===== src/rtl/key_debounce.sv =====
// Per-key 2-FF synchronizer, debounce FSM and press/release pulse generator (active-low keys).
// Optional long-press detection is enabled by defining KEY_LONG_PRESS_EN.
module key_debounce #(
    parameter int KEY_W     = 4,
    parameter int DEB_TIME  = 1_000_000,
    parameter int LONG_TIME = 50_000_000
) (
    input  logic             clk,
    input  logic             rst_n,
    input  logic [KEY_W-1:0] key,
    output logic [KEY_W-1:0] key_out,
    output logic [KEY_W-1:0] key_press,
    output logic [KEY_W-1:0] key_release
`ifdef KEY_LONG_PRESS_EN
    ,
    output logic [KEY_W-1:0] key_long
`endif
);

    localparam int              CNT_W   = $clog2(DEB_TIME);
    localparam logic [CNT_W-1:0] CNT_MAX = CNT_W'(DEB_TIME - 1);

    localparam logic [1:0] IDLE    = 2'd0;
    localparam logic [1:0] PRESS_F = 2'd1;
    localparam logic [1:0] DOWN    = 2'd2;
    localparam logic [1:0] REL_F   = 2'd3;

`ifdef KEY_LONG_PRESS_EN
    localparam int               HOLD_W   = $clog2(LONG_TIME);
    localparam logic [HOLD_W-1:0] HOLD_MAX = HOLD_W'(LONG_TIME - 1);
`endif

    if (DEB_TIME < 2 || LONG_TIME < 2) begin : g_param_check
        $error("key_debounce: DEB_TIME and LONG_TIME must be >= 2");
    end

    logic [KEY_W-1:0] sync_1;
    logic [KEY_W-1:0] ks;

    // Idle level is 1 (released), so the synchronizer comes out of reset as "not pressed".
    always_ff @(posedge clk or negedge rst_n) begin
        if (!rst_n) begin
            sync_1 <= '1;
            ks     <= '1;
        end else begin
            // NOTE: non-blocking assignments in clocked blocks, so each flop samples pre-edge values.
            sync_1 <= key;
            ks     <= sync_1;
        end
    end

    for (genvar i = 0; i < KEY_W; i++) begin : g_key
        logic [1:0]       state;
        logic [CNT_W-1:0] cnt;
        logic             out_q;
        logic             press_q;
        logic             rel_q;
        logic             filter_done;

        assign filter_done = (cnt == CNT_MAX);

        always_ff @(posedge clk or negedge rst_n) begin
            // NOTE: all per-key state (FSM, counter, outputs) is async-reset; nothing relies on power-up values.
            if (!rst_n) begin
                state   <= IDLE;
                cnt     <= '0;
                out_q   <= 1'b1;
                press_q <= 1'b0;
                rel_q   <= 1'b0;
            end else begin
                press_q <= 1'b0;
                rel_q   <= 1'b0;
                case (state)
                    IDLE: begin
                        if (!ks[i]) begin
                            state <= PRESS_F;
                            cnt   <= '0;
                        end
                    end
                    PRESS_F: begin
                        if (ks[i]) begin
                            state <= IDLE;
                            cnt   <= '0;
                        end else if (filter_done) begin
                            state   <= DOWN;
                            out_q   <= 1'b0;
                            press_q <= 1'b1;
                        end else begin
                            cnt <= cnt + 1'b1;
                        end
                    end
                    DOWN: begin
                        if (ks[i]) begin
                            state <= REL_F;
                            cnt   <= '0;
                        end
                    end
                    default: begin
                        if (!ks[i]) begin
                            state <= DOWN;
                            cnt   <= '0;
                        end else if (filter_done) begin
                            state <= IDLE;
                            out_q <= 1'b1;
                            rel_q <= 1'b1;
                        end else begin
                            cnt <= cnt + 1'b1;
                        end
                    end
                endcase
            end
        end

        assign key_out[i]     = out_q;
        assign key_press[i]   = press_q;
        assign key_release[i] = rel_q;

`ifdef KEY_LONG_PRESS_EN
        logic [HOLD_W-1:0] hold;
        logic              long_fired;
        logic              long_q;
        logic              hold_clear;

        // Hold time restarts on each accepted press and whenever the key is back in IDLE.
        assign hold_clear = (state == IDLE)
                          || (state == PRESS_F && !ks[i] && filter_done)
                          || (state == REL_F && ks[i] && filter_done);

        always_ff @(posedge clk or negedge rst_n) begin
            if (!rst_n) begin
                hold       <= '0;
                long_fired <= 1'b0;
                long_q     <= 1'b0;
            end else begin
                long_q <= 1'b0;
                if (hold_clear) begin
                    hold       <= '0;
                    long_fired <= 1'b0;
                end else if (state == DOWN || state == REL_F) begin
                    if (hold != HOLD_MAX) begin
                        hold <= hold + 1'b1;
                    end else if (!long_fired) begin
                        long_q     <= 1'b1;
                        long_fired <= 1'b1;
                    end
                end
            end
        end

        assign key_long[i] = long_q;
`endif
    end

endmodule

===== config.mk =====
export PLATFORM = sky130hd
export DESIGN_NAME = key_debounce
export DESIGN_NICKNAME = d
export VERILOG_FILES = /design/src/rtl/key_debounce.sv
export SDC_FILE = /design/constraint.sdc
export NUM_CORES = 1
export LEC_CHECK = 0
export CAP_MARGIN = 20
export CORE_UTILIZATION = 58
export CTS_CLUSTER_DIAMETER = 50
export CTS_CLUSTER_SIZE = 10
export DETAILED_ROUTE_END_ITERATION = 8
export PLACE_DENSITY_LB_ADDON = 0.2
export SLEW_MARGIN = 20
export SYNTH_ARGS = -nofsm -noshare
export SYNTH_HDL_FRONTEND = slang
export SYNTH_SLANG_ARGS = --single-unit

===== constraint.sdc =====
create_clock -name clk -period 2.8 [get_ports clk]
set_clock_uncertainty 0.1 [all_clocks]
set_input_delay 0.28 -clock clk [delete_from_list [all_inputs] [get_ports clk]]
set_output_delay 0.28 -clock clk [all_outputs]
set_load 0.005 [all_outputs]

==> out/results.ini <==
[status]
status=finished, final reports clean

[cells_and_area]
n_fill_cell=810
layout.nets=676
syn_to_final_growth_pct=8.04
drive_gt1_share_pct=8.29
diodes=0
utilization_pct=65.1
instances_no_fill=784

[synthesis]
yosys_warnings=0
syn_inst=635
synth_nets=665
synthDistinctLibCells=55
synth-main-ff-cell=dfrtp_1
ys_seq_area_share_pct=45.7
async_reset_ff_share_pct=100
avgSynthCellArea_um2=9.37
synth_top_area_share_pct=40.4
synth_edf_count=0
yosys.area.top_type=dfrtp_1
ys_seq_elements=108
synth_area_um2=5950
synth_area_leaders=dfrtp_1 40%, dfstp_2 5.3%, ha_1 5.0%

[run]
max-cap-violations=0

[pwr]
vdd_drop_max_mv=0.443
power_density_nw_per_um2=689
internal-power_uw=2650
power_frac_seq_pct=41.2
p_sw_share_pct=40.3
leakage_uw=0.00260
p_comb_share_pct=36.5
p_clk_share_pct=22.3
p_sw_uw=1780

[cts]
clock-sinks=108
clkTransAtPathRegs_ns=0.11
cts_root_buffer=clkbuf_8
cts_resized=0
clock_latency_ns=0.39
htree_levels=3
cts_tree=done
cts_made_buffers=9
clockBufferDepth=2

[placed_design]
place.gp.congestion=0.895
port_buffers=17
dp_hpwl_um=8360
dp_slack_ns=0.326
placed_cells=767

[route]
wl_um=12000
drt_pass1_iterations=5
viasPerCell=6.17
first_iter_violations=186
dr_total_vias=4834
wl_per_cell_um=15.3
drt.antenna.violating_nets=0
drc=0

[setup_path]
cp-startpoint=g_key[2].cnt[0]$_DFFE_PN0P_
r2r.worst_path.cells=6
critical_path_required_ns=3.02
crit_fanout=8
crit_path_end_kind=flop
start_kind=flop
r2r_start=g_key[2].cnt[0]$_DFFE_PN0P_
rrSetupSlack_ns=0.30
crit_type=reg2reg
crit_arrival_ns=2.72

[timing]
final-hold-violation-count=0
rsz0062_at_grt=no
slew_headroom_pct=47.8
layout_min_cycle_time_ns=2.50
setup_viol=0
drv_slew=0
setup-tns-final_ns=0
worst_pin_slew_ns=0.776
fin_crit_sh_pct=89.1
fin_ws_ns=0.305
timing.fmax_mhz=401

[floorplan]
fp-row-count=36
ioPinCount=18
die_h_um=103
coreArea_um2=9860
dieArea_um2=10700
start_util_pct=60.3
die_w_um=103

[global_routing]
antenna_found_initial=0
busiest_layer=met2
grt_start_max_net_pins=50
grt-ovfl-total=0
grt.met3_usage_pct=6.25
grt.total_usage_pct=24.5
grt_pass1_wl_um=20400
met1_usage_pct=30.8
grt_pass1_vias=4572
gr-usage-met2_pct=42.0

[min_path]
holdPathStages=1
hold_path.class=in2reg

==> critical path, cell delays in order, from the launching register on <==
cell,delay (ns)
dfrtp_1,0.45
ha_1,0.23
nand4_1,0.16
or3b_1,0.51
nand4b_1,0.36
a211oi_1,0.39
mux2i_1,0.23
==> layout by cell type, fill, tap and decap left out, drive strengths merged, types with 3 or more instances in the layout <==
cell type,instances
or4,11
nor3,13
nor2,58
o21ai,47
xor2,13
mux2i,9
buf,13
nand4,20
nor4,8
xnor2,10
o311ai,9
nand3,40
clkinv,3
nand2,61
o211ai,10
a21oi,38
o31ai,13
dfrtp,96
inv,20
ha,24
mux2,6
o41ai,9
dfstp,12
nand2b,6
o21a,5
clkdlybuf4s50,16
or3,20
a31oi,7
clkbuf,9
and3,8
nor4b,6
==> logic make-up after synthesis <==
group | count (synthesis) | share of synthesized area [%]
adder cells (fa/ha/maj) | 24 | 5.05
buffers and inverters | 49 | 4.04
multiplexers | 15 | 2.65
AO/OA/AOI/OAI | 150 | 16.4
flip-flops | 108 | 45.7
XOR/XNOR | 23 | 3.39
AND/OR/NAND/NOR | 266 | 22.8
==> how the worst min path moves through the flow <==
stage               startpoint                      endpoint  slack (ns)
floorplan                rst_n    asynchronous set/reset pin       -0.12
detailed placement       rst_n  g_key[2].cnt[16]$_DFFE_PN0P_        0.20
global placement         rst_n  g_key[2].cnt[17]$_DFFE_PN0P_        0.19
finish                  key[2]           sync_1[2]$_DFF_PN1_        0.19
CTS                     key[2]           sync_1[2]$_DFF_PN1_        0.17
global route            key[0]           sync_1[0]$_DFF_PN1_        0.16
==> flip-flops by register name (all words and copies together), names as in the netlist, named ones only <==
register / count
g_key.rel_q: 4
g_key.state: 4
g_key.press_q: 4
ks: 4
g_key.out_q: 4
g_key.cnt: 80
sync_1: 4
==> area by class of cell <==
type | instances | area, um^2 | share of cell area (%)
repair buffers | 30 | 280 | 4.36
inverters | 19 | 71.3 | 1.11
clock buffers | 9 | 124 | 1.93
clock inverters | 7 | 76.3 | 1.19
multi-input cells | 478 | 2990 | 46.5
flip-flops and latches | 108 | 2720 | 42.3
well taps | 133 | 166 | 2.59
==> per-stage QoR <==
step                      instance area [um^2]  hold WS, ns  total power (uW)
final                                     6430        0.187              4430
after global routing                      6430        0.162              4720
after CTS                                 6430        0.167              4440
after detailed placement                  6220        0.205              3450
after floorplan                           5950       -0.116              3000
after global placement                    6220        0.191              3370
==> routing by layer <==
metal	wire length [um]	part of all wire, %
met5	0	0
met4	126	1.0
met3	487	4.1
met2	5950	49
met1	5460	45
==> timing repair <==
| action | in CTS | in global routing |
|---|---|---|
| buffers inserted | 0 | 0 |
| endpoints found under the hold margin | 35 | 0 |
| hold buffers | 1 | 0 |
==> cell usage after synthesis, types with 3 or more instances <==
cell type,count
nor2_1,58
ha_1,24
nand2b_1,6
or3_1,20
buf_4,12
nand4_1,20
o41ai_1,9
o311ai_0,9
clkbuf_1,14
nor4_1,8
nand3_1,40
a21oi_1,33
and3_1,8
o31ai_1,13
o21ai_0,37
a21oi_2,5
inv_1,19
buf_2,3
o21ai_1,9
o211ai_1,10
nor3_1,13
mux2_2,5
dfstp_2,12
xnor2_1,10
or4_1,11
nand2_1,61
dfrtp_1,96
mux2i_1,9
xor2_1,13
o21a_1,5
a31oi_1,7
nor4b_1,6
==> power by group through the flow <==
stage	logic (uW)	clock network, uW	registers [uW]
floorplan	1180	0	1810
global placement	1530	0	1840
detailed placement	1600	0	1850
CTS	1610	1010	1820
global route	1810	1070	1840
finish	1620	987	1820
Power figures use the tool's default switching activity.
